## src/rtl/dest_track_pipe_pkg.sv

```systemverilog
// Shared definitions for the destination-tracking pipeline: register-index
// width, the zero register, EX-stage state encoding and the per-stage record.
package dest_track_pipe_pkg;

  localparam int REG_ADDR_W = 5;
  localparam logic [REG_ADDR_W-1:0] REG_ZERO = '0;

  // EX-stage occupancy: IDLE while cnt==0, BUSY while a multicycle op is mid-flight.
  typedef enum logic {
    IDLE = 1'b0,
    BUSY = 1'b1
  } ex_state_e;

  // Destination info carried down the EX->MEM->WB registers.
  typedef struct packed {
    logic [REG_ADDR_W-1:0] rd;
    logic                  reg_write;
    logic                  mem_read;
  } dest_info_t;

  // A bubble advertises nothing: rd 0, no write, no load.
  function automatic dest_info_t bubble_info();
    return '0;
  endfunction

endpackage

```

## src/rtl/dest_track_pipe_if.sv

```systemverilog
// Bundle between the decode/execute control and the destination tracker.
// The master side owns the ex_*/id_* fields; the slave (tracker) drives the
// hazard requests and the MEM/WB destination info used by forwarding.
interface dest_track_pipe_if;
  import dest_track_pipe_pkg::*;

  logic                  ex_valid;
  logic [REG_ADDR_W-1:0] ex_rd;
  logic                  ex_reg_write;
  logic                  ex_mem_read;
  logic                  ex_multi;
  logic                  ex_flush;
  logic [REG_ADDR_W-1:0] id_rs1;
  logic [REG_ADDR_W-1:0] id_rs2;

  logic                  stall_id;
  logic                  id_ex_bubble;
  logic                  ex_busy;
  logic [REG_ADDR_W-1:0] mem_rd;
  logic                  mem_reg_write;
  logic                  mem_mem_read;
  logic [REG_ADDR_W-1:0] wb_rd;
  logic                  wb_reg_write;

  modport master (
    output ex_valid, ex_rd, ex_reg_write, ex_mem_read, ex_multi, ex_flush,
    output id_rs1, id_rs2,
    input  stall_id, id_ex_bubble, ex_busy,
    input  mem_rd, mem_reg_write, mem_mem_read, wb_rd, wb_reg_write
  );

  modport slave (
    input  ex_valid, ex_rd, ex_reg_write, ex_mem_read, ex_multi, ex_flush,
    input  id_rs1, id_rs2,
    output stall_id, id_ex_bubble, ex_busy,
    output mem_rd, mem_reg_write, mem_mem_read, wb_rd, wb_reg_write
  );

endinterface

```

## src/rtl/dest_track_pipe_ex_multicycle_ctr.sv

```systemverilog
// EX-stage occupancy counter for multicycle ops. cnt counts the EX cycles
// already spent by the current op; ex_done marks its final EX cycle.
module ex_multicycle_ctr
  import dest_track_pipe_pkg::*;
#(
  parameter int MUL_LATENCY = 3
) (
  input  logic clk,
  input  logic rst,
  input  logic ex_valid,
  input  logic ex_multi,
  input  logic ex_flush,
  output logic ex_done,
  output logic ex_busy
);

  // One extra bit over what MUL_LATENCY-1 needs, so the count never wraps.
  localparam int CW = $clog2(MUL_LATENCY) + 1;
  localparam logic [CW-1:0] LAST_CNT = CW'(MUL_LATENCY - 1);

  ex_state_e       state_reg, state_next;
  logic [CW-1:0]   cnt_reg, cnt_next;

  assign ex_done = !ex_multi || (cnt_reg == LAST_CNT);
  assign ex_busy = (state_reg == BUSY);

  // State and count registers; reset returns to IDLE with an empty count.
  always_ff @(posedge clk or posedge rst) begin
    if (rst) begin
      state_reg <= IDLE;
      cnt_reg   <= '0;
    end else begin
      state_reg <= state_next;
      cnt_reg   <= cnt_next;
    end
  end

  // A flush kills the op outright; otherwise advance only while an unfinished op holds EX.
  always_comb begin
    cnt_next   = '0;
    state_next = IDLE;
    if (!ex_flush && ex_valid && !ex_done) begin
      cnt_next   = cnt_reg + CW'(1);
      state_next = BUSY;
    end
  end

endmodule

```

## src/rtl/dest_track_pipe.sv

```systemverilog
// Producer side of operand forwarding: carries rd/reg_write/mem_read through
// the EX/MEM and MEM/WB registers and raises the ID stall / ID-EX bubble for
// load-use hazards and for multicycle ops occupying EX.
module dest_track_pipe
  import dest_track_pipe_pkg::*;
#(
  parameter int MUL_LATENCY = 3
) (
  input  logic               clk,
  input  logic               rst,
  dest_track_pipe_if.slave   bus
);

  logic                  ex_done;
  logic                  ex_busy_w;
  logic                  hold_multi;
  logic                  load_use;
  dest_info_t            ex_info;
  dest_info_t            mem_next;
  dest_info_t            mem_reg;
  logic [REG_ADDR_W-1:0] wb_rd_reg;
  logic                  wb_reg_write_reg;

  ex_multicycle_ctr #(
    .MUL_LATENCY (MUL_LATENCY)
  ) u_ex_ctr (
    .clk      (clk),
    .rst      (rst),
    .ex_valid (bus.ex_valid),
    .ex_multi (bus.ex_multi),
    .ex_flush (bus.ex_flush),
    .ex_done  (ex_done),
    .ex_busy  (ex_busy_w)
  );

  // An unfinished multicycle op must keep EX occupied unless it is being killed.
  assign hold_multi = bus.ex_valid && !ex_done && !bus.ex_flush;

  // A load in EX whose result the ID instruction needs cannot be forwarded in time.
  assign load_use = bus.ex_valid && bus.ex_mem_read && bus.ex_reg_write &&
                    (bus.ex_rd != REG_ZERO) && !bus.ex_flush &&
                    ((bus.ex_rd == bus.id_rs1) || (bus.ex_rd == bus.id_rs2));

  // Requests are forced low during reset so upstream is released immediately.
  assign bus.stall_id     = !rst && (load_use || hold_multi);
  assign bus.id_ex_bubble = !rst && load_use;
  assign bus.ex_busy      = ex_busy_w;

  // Select what the EX/MEM register captures; x0 is never advertised as written.
  always_comb begin
    ex_info.rd        = bus.ex_rd;
    ex_info.reg_write = bus.ex_reg_write && (bus.ex_rd != REG_ZERO);
    ex_info.mem_read  = bus.ex_mem_read;
    mem_next          = bubble_info();
    if (!bus.ex_flush && bus.ex_valid && ex_done) begin
      mem_next = ex_info;
    end
  end

  // Stage registers; WB follows MEM every edge since nothing downstream stalls.
  always_ff @(posedge clk or posedge rst) begin
    if (rst) begin
      mem_reg          <= bubble_info();
      wb_rd_reg        <= REG_ZERO;
      wb_reg_write_reg <= 1'b0;
    end else begin
      mem_reg          <= mem_next;
      wb_rd_reg        <= mem_reg.rd;
      wb_reg_write_reg <= mem_reg.reg_write;
    end
  end

  assign bus.mem_rd        = mem_reg.rd;
  assign bus.mem_reg_write = mem_reg.reg_write;
  assign bus.mem_mem_read  = mem_reg.mem_read;
  assign bus.wb_rd         = wb_rd_reg;
  assign bus.wb_reg_write  = wb_reg_write_reg;

endmodule

```

## src/flat_wrapper.sv

```systemverilog
// flat-port wrapper written by rule: the top's interface ports become plain ports
module dest_track_pipe_flat import dest_track_pipe_pkg::*;
#(
  parameter int MUL_LATENCY = 3
)
  (clk, rst, bus_ex_valid, bus_ex_rd, bus_ex_reg_write, bus_ex_mem_read, bus_ex_multi, bus_ex_flush, bus_id_rs1, bus_id_rs2, bus_stall_id, bus_id_ex_bubble, bus_ex_busy, bus_mem_rd, bus_mem_reg_write, bus_mem_mem_read, bus_wb_rd, bus_wb_reg_write);
  dest_track_pipe_if bus_i ();
  input  logic clk;
  input  logic rst;
  input wire logic [$bits(bus_i.ex_valid)-1:0] bus_ex_valid;
  input wire logic [$bits(bus_i.ex_rd)-1:0] bus_ex_rd;
  input wire logic [$bits(bus_i.ex_reg_write)-1:0] bus_ex_reg_write;
  input wire logic [$bits(bus_i.ex_mem_read)-1:0] bus_ex_mem_read;
  input wire logic [$bits(bus_i.ex_multi)-1:0] bus_ex_multi;
  input wire logic [$bits(bus_i.ex_flush)-1:0] bus_ex_flush;
  input wire logic [$bits(bus_i.id_rs1)-1:0] bus_id_rs1;
  input wire logic [$bits(bus_i.id_rs2)-1:0] bus_id_rs2;
  output wire logic [$bits(bus_i.stall_id)-1:0] bus_stall_id;
  output wire logic [$bits(bus_i.id_ex_bubble)-1:0] bus_id_ex_bubble;
  output wire logic [$bits(bus_i.ex_busy)-1:0] bus_ex_busy;
  output wire logic [$bits(bus_i.mem_rd)-1:0] bus_mem_rd;
  output wire logic [$bits(bus_i.mem_reg_write)-1:0] bus_mem_reg_write;
  output wire logic [$bits(bus_i.mem_mem_read)-1:0] bus_mem_mem_read;
  output wire logic [$bits(bus_i.wb_rd)-1:0] bus_wb_rd;
  output wire logic [$bits(bus_i.wb_reg_write)-1:0] bus_wb_reg_write;
  assign bus_i.ex_valid = bus_ex_valid;
  assign bus_i.ex_rd = bus_ex_rd;
  assign bus_i.ex_reg_write = bus_ex_reg_write;
  assign bus_i.ex_mem_read = bus_ex_mem_read;
  assign bus_i.ex_multi = bus_ex_multi;
  assign bus_i.ex_flush = bus_ex_flush;
  assign bus_i.id_rs1 = bus_id_rs1;
  assign bus_i.id_rs2 = bus_id_rs2;
  assign bus_stall_id = bus_i.stall_id;
  assign bus_id_ex_bubble = bus_i.id_ex_bubble;
  assign bus_ex_busy = bus_i.ex_busy;
  assign bus_mem_rd = bus_i.mem_rd;
  assign bus_mem_reg_write = bus_i.mem_reg_write;
  assign bus_mem_mem_read = bus_i.mem_mem_read;
  assign bus_wb_rd = bus_i.wb_rd;
  assign bus_wb_reg_write = bus_i.wb_reg_write;
  dest_track_pipe #(.MUL_LATENCY(MUL_LATENCY)) u_core (.clk(clk), .rst(rst), .bus(bus_i));
endmodule
```

## config.mk

```make
export PLATFORM = sky130hd
export DESIGN_NAME = dest_track_pipe_flat
export DESIGN_NICKNAME = d
export VERILOG_FILES = /design/src/rtl/dest_track_pipe_pkg.sv /design/src/rtl/dest_track_pipe_if.sv /design/src/rtl/dest_track_pipe_ex_multicycle_ctr.sv /design/src/rtl/dest_track_pipe.sv /design/src/flat_wrapper.sv
export SDC_FILE = /design/constraint.sdc
export NUM_CORES = 1
export LEC_CHECK = 0
export CAP_MARGIN = 20
export CORE_ASPECT_RATIO = 0.9
export CORE_MARGIN = 3
export CORE_UTILIZATION = 45
export CTS_CLUSTER_SIZE = 10
export DETAILED_ROUTE_END_ITERATION = 10
export DONT_BUFFER_PORTS = 1
export PLACE_DENSITY = 0.66
export RECOVER_POWER = 100
export SYNTH_ARGS = -nofsm -noshare
export SYNTH_HDL_FRONTEND = slang
export SYNTH_SLANG_ARGS = --single-unit
export TNS_END_PERCENT = 30
```

## constraint.sdc

```tcl
create_clock -name clk -period 1.5 [get_ports clk]
set_clock_uncertainty 0.05 [all_clocks]
set_input_delay 0.3 -clock clk [delete_from_list [all_inputs] [get_ports clk]]
set_output_delay 0.3 -clock clk [all_outputs]
set_load 0.005 [all_outputs]
```

## After elaboration in Yosys (flattened, before gate mapping)

Index checks and enable logic that the tools add are counted.

| word-level totals | value |
|---|---|
| bits in registers | 17 |
| bits of input ports | 22 |
| output and inout bits | 16 |
| logic and storage cells | 35 |

| cells by class | value |
|---|---|
| add/subtract/negate cells | 1 |
| equal/unequal tests | 3 |
| mux-type cells | 3 |
| reductions and logical operators | 21 |

Operator list:

| operator | number |
|---|---|
| 1-bit logical AND | 13 |
| 5-bit equality test | 2 |
| 7-bit two-way mux | 1 |
| 5-bit nonzero test | 1 |
| 1-bit logical NOT | 4 |
| 3-bit by 1-bit adder with 3-bit output (second input constant) | 1 |
| 3-bit by 2-bit equality test with 1-bit output (second input constant) | 1 |
| 1-bit logical OR | 3 |
| 3-bit two-way mux | 1 |
| 1-bit two-way mux | 1 |

## Logic depth before layout (Yosys ltp)

| depth | value |
|---|---|
| depth in word-level cells | 7 |
| gate-level depth with buffers | 6 |
| gate-level depth less buffers | 6 |

## Hierarchy

A second synthesis with hierarchy kept.

| second synthesis, totals | value |
|---|---|
| cell total of the unflattened synthesis | 64 |
| area total of the unflattened synthesis | 743.2 um^2 |

By module, submodules not included:

| module | instances | cells each | area each (um^2) | seq. area each (um^2) |
|---|---|---|---|---|
| dest_track_pipe | 1 | 46 | 539.3 | 325.3 |
| ex_multicycle_ctr | 1 | 18 | 203.9 | 100.1 |

## Worst setup path after synthesis

OpenSTA, ideal clock, no wires.

| timing | value |
|---|---|
| kind | register to output |
| start | register u_core.u_ex_ctr.cnt_reg[0] |
| end | output bus_stall_id |
| arrival | 1.257 ns |
| required time | 1.150 ns |
| setup slack | -0.107 ns |
| cell stages (with the launch flop) | 7 |
| path buffers | 0 |
| cells stage by stage | dfrtp_1 inv_1 ha_1 inv_1 o21ai_0 nand2b_2 o22ai_2 |

| between the ends | value |
|---|---|
| cells in the longest elaborated chain, start to end | 7 |

Ends and longest elaborated chain:

| element | line | text |
|---|---|---|
| start: declaration | dest_track_pipe_ex_multicycle_ctr.sv:22 | `logic [CW-1:0] cnt_reg, cnt_next;` |
| start signal: assignment | dest_track_pipe_ex_multicycle_ctr.sv:34 | `cnt_reg <= cnt_next;` |
| 3-bit by 2-bit equality test with 1-bit output | dest_track_pipe_ex_multicycle_ctr.sv:24 | `assign ex_done = !ex_multi \|\| (cnt_reg == LAST_CNT);` |
| 1-bit logical OR | dest_track_pipe_ex_multicycle_ctr.sv:24 |  |
| 1-bit logical NOT | dest_track_pipe.sv:37 | `assign hold_multi = bus.ex_valid && !ex_done && !bus.ex_flush;` |
| 1-bit logical AND (2 in series) | dest_track_pipe.sv:37 |  |
| 1-bit logical OR | dest_track_pipe.sv:45 | `assign bus.stall_id = !rst && (load_use \|\| hold_multi);` |
| 1-bit logical AND | dest_track_pipe.sv:45 |  |
| end: declaration | flat_wrapper.sv:18 | `output wire logic [$bits(bus_i.stall_id)-1:0] bus_stall_id;` |

No other way between the ends.

## Worst setup path in the final report

Ends and elaborated chain as after synthesis.

==> qor.csv <==
stage,metric,value,unit
worst_setup_path,cp_num_buf_inv,2,
status,status,"complete, but fails checks",
routing,dr_wl_met2,475,um
routing,vias_per_cell,4.92,
sta,slew_viol_final,0,
synth,synth.distinct_cells,19,
place,detailed_place_hpwl,929,um
worst_setup_path,worst-path-max-fanout,2,
clock_tree,clk_pin_slew,0.10,ns
place,place_inst,85,
floorplanning,dieArea,0.00212,mm^2
routing,firstDrtPassIters,2,
routing,drt-met1-wl,510,um
sta,finalHoldViolations,0,
floorplanning,row_count,13,
sta,fin_crit_sh,111,%
clock_tree,htree_num_levels,1,
worst_setup_path,end_kind,output port,
sta,relSlewSlack,60.4,%
routing,wl_per_cell,12.6,um
worst_setup_path,critical_path.top_delay_family,flip-flops,
grt,grt_pass1_wl,2030,um
routing,drc,0,
job,drv_cap,0,
power,peakVddDrop,0.390,mV
sta,worst_slew_pin_slew,0.594,ns
floorplanning,initial_core_util,48.6,%
synth,synth_warnings,0,
grt,grt_max_degree,18,
synth,synth_most_common_cell,dfrtp_1,
final_layout,final_cells,93,
worst_setup_path,crit_required,1.15,ns
synth,yosys.area_share.adder,3.48,%
worst_setup_path,crit_chain,inv_1 -> ha_2 -> inv_2 -> o21ai_2 -> nand2b_4 -> o22ai_2,
final_layout,antenna_cells,0,
synth,ys_seq_elements,17,
clock_tree,cts_buffers,3,
place,globalplace.congestion,0.680,
clock_tree,cts_tree,yes,
grt,grt_overflow,0,
routing,final_antenna_net_count,0,
clock_tree,cts.sinks,17,
floorplanning,core,0.00148,mm^2
routing,wl_met3,172,um
power,p_per_area,916,mW/mm^2
final_layout,finalNetCount,96,
sta,finalSetupViolations,1,
worst_setup_path,crit_slowest_cell,dfrtp_1,
sta,layout_min_cycle_time,1.66,ns
synth,synth_edf_count,0,
worst_setup_path,start_kind,flop,
worst_hold_path,hp-class,primary input to flop,
synth,syn_inst,59,
grt,grt_pass1_vias,483,
synth,yosysSeqAreaShare,59.1,%
place,post-place-ws,-0.0214,ns
worst_setup_path,critPathMaxStageDelay,0.40,ns
synth,yosysTopAreaCellShare,59.1,%
sta,setup_ws,-0.162,ns
synth,synth_xor_area_share,13.4,%
grt,antenna_found_initial,0,
power,power.leakage,0.433,nW
routing,routed_wl,1170,um
final_layout,area_delta_synth_final,18.4,%
floorplanning,pin_count,38,
routing,drt_iter0_drc,6,
floorplanning,die_y,43.9,um
sta,rsz0062_at_grt,true,
synth,synth_top_family_by_area,simple AND/OR/NAND/NOR gates,
routing,highest_layer,met4,
final_layout,nFillCells,120,
synth,ys_top_cells_by_area,"dfrtp_1, xor2_1, nor2_1, and3_1, ha_1",
synth,synth_mux_area_share,0,%
floorplanning,die_w,48.1,um
worst_setup_path,critPathKind,flop to output port,
clock_tree,clock_latency,0.28,ns
final_layout,drive_above_1_share,28.2,%
sta,whs,0.114,ns
synth,synth_nets,83,
routing,num_vias,458,
place,io_buffers,0,
sta,fmax,602,MHz
synth,synth.avg_cell_area,12.2,um^2
synth,synth_compound_area_share,4.70,%
worst_setup_path,worstPathArrival,1.31,ns
synth,synthTopCellsByCount,"dfrtp_1, xor2_1, nor2_1",
final_layout,fin_util,57.6,%
clock_tree,clockBufferDepth,2,
clock_tree,root_buffer,clkbuf_4,
synth,synthSimpleGateAreaFrac,17.2,%
grt,grt_usage,13.7,%
synth,ys_async_sr_fraction,100,%
synth,synth_area,719,um^2
synth,yosys.area.top_type,dfrtp_1,
status,violations,negative setup slack,
synth,yosys_most_used_dff,dfrtp_1,
## stage by stage
step / total power, mW / area, um^2 / setup TNS, ns
6_report: 0.780 / 852 / -0.162
5_1_grt: 0.830 / 852 / -0.369
4_1_cts: 0.792 / 841 / -0.166
3_5_place_dp: 0.551 / 777 / -0.0298
3_3_place_gp: 0.551 / 777 / -0.00445
2_1_floorplan: 0.534 / 719 / 0
## layout make-up
type | instances | area (um^2) | area share, %
multi-input cells | 38 | 298 | 34.9
clock inverters | 1 | 5.00 | 0.587
flip-flops and latches | 17 | 425 | 49.9
clock buffers | 3 | 22.5 | 2.64
inverters | 4 | 15.0 | 1.76
well taps | 22 | 27.5 | 3.23
repair buffers | 8 | 58.8 | 6.90
## repair_timing
action	CTS	global route
endpoints found under the setup margin	2	2
buffers inserted	2	1
gates resized for setup	3	2
pin swaps	3	2
endpoints found under the hold margin	17	0
hold buffers	1	0
## where the power goes
part | internal [mW] | switching, mW
clock | 0.0988 | 0.132
combinational | 0.0398 | 0.0340
sequential | 0.469 | 0.00679
total | 0.608 | 0.172
## per-layer routing
layer	vias up	global-route usage, %
li1	214	-
met1	206	19.5
met2	36	17.7
met4	0	6.45
met5	-	0
met3	2	5.39
## placed cells by master, fill, tap and decap left out, types with 2 or more instances in the layout
cell,netlist,layout
nand2_1,2,2
buf_4,0,6
inv_1,4,3
nor2_1,7,7
nor3_1,2,2
clkbuf_4,0,3
and3_1,4,4
dfrtp_1,17,17
xor2_1,10,10
## kinds of logic (layout without fill, tap and decap cells)
kind of cell               after synthesis  after routing
and+or+nand+nor                         21             21
DFF                                     17             17
xor gates and xnor gates                11             11
AOI/OAI and AO/OA                        4              4
buffers and inverters                    4             16
adders and majority gates                2              2
## final timing paths
path	startpoint	endpoint	slack (ns)	cells past startpoint
max reg2reg	u_core.u_ex_ctr.cnt_reg[0]$_DFF_PP0_	u_core.bus.mem_rd[2]$_DFF_PP0_	0.09	7
min reg2reg	u_core.bus.mem_rd[2]$_DFF_PP0_	u_core.bus.wb_rd[2]$_DFF_PP0_	0.36	0
max in group asynchronous	rst	u_core.bus.wb_rd[0]$_DFF_PP0_	0.53	2
min in group asynchronous	rst	u_core.u_ex_ctr.cnt_reg[0]$_DFF_PP0_	0.48	2
max	u_core.u_ex_ctr.cnt_reg[0]$_DFF_PP0_	bus_stall_id	-0.16	6
min	bus_ex_mem_read	u_core.bus.mem_mem_read$_DFF_PP0_	0.11	2
## worst register-to-register path: cells and delay by family (launching register included)
family / cells / cell delay [ns]
flops: 1 / 0.40
compound gates: 1 / 0.15
buf+inv: 4 / 0.39
simple gates: 1 / 0.20
fa+ha+maj: 1 / 0.16
Power figures use the tool's default switching activity.
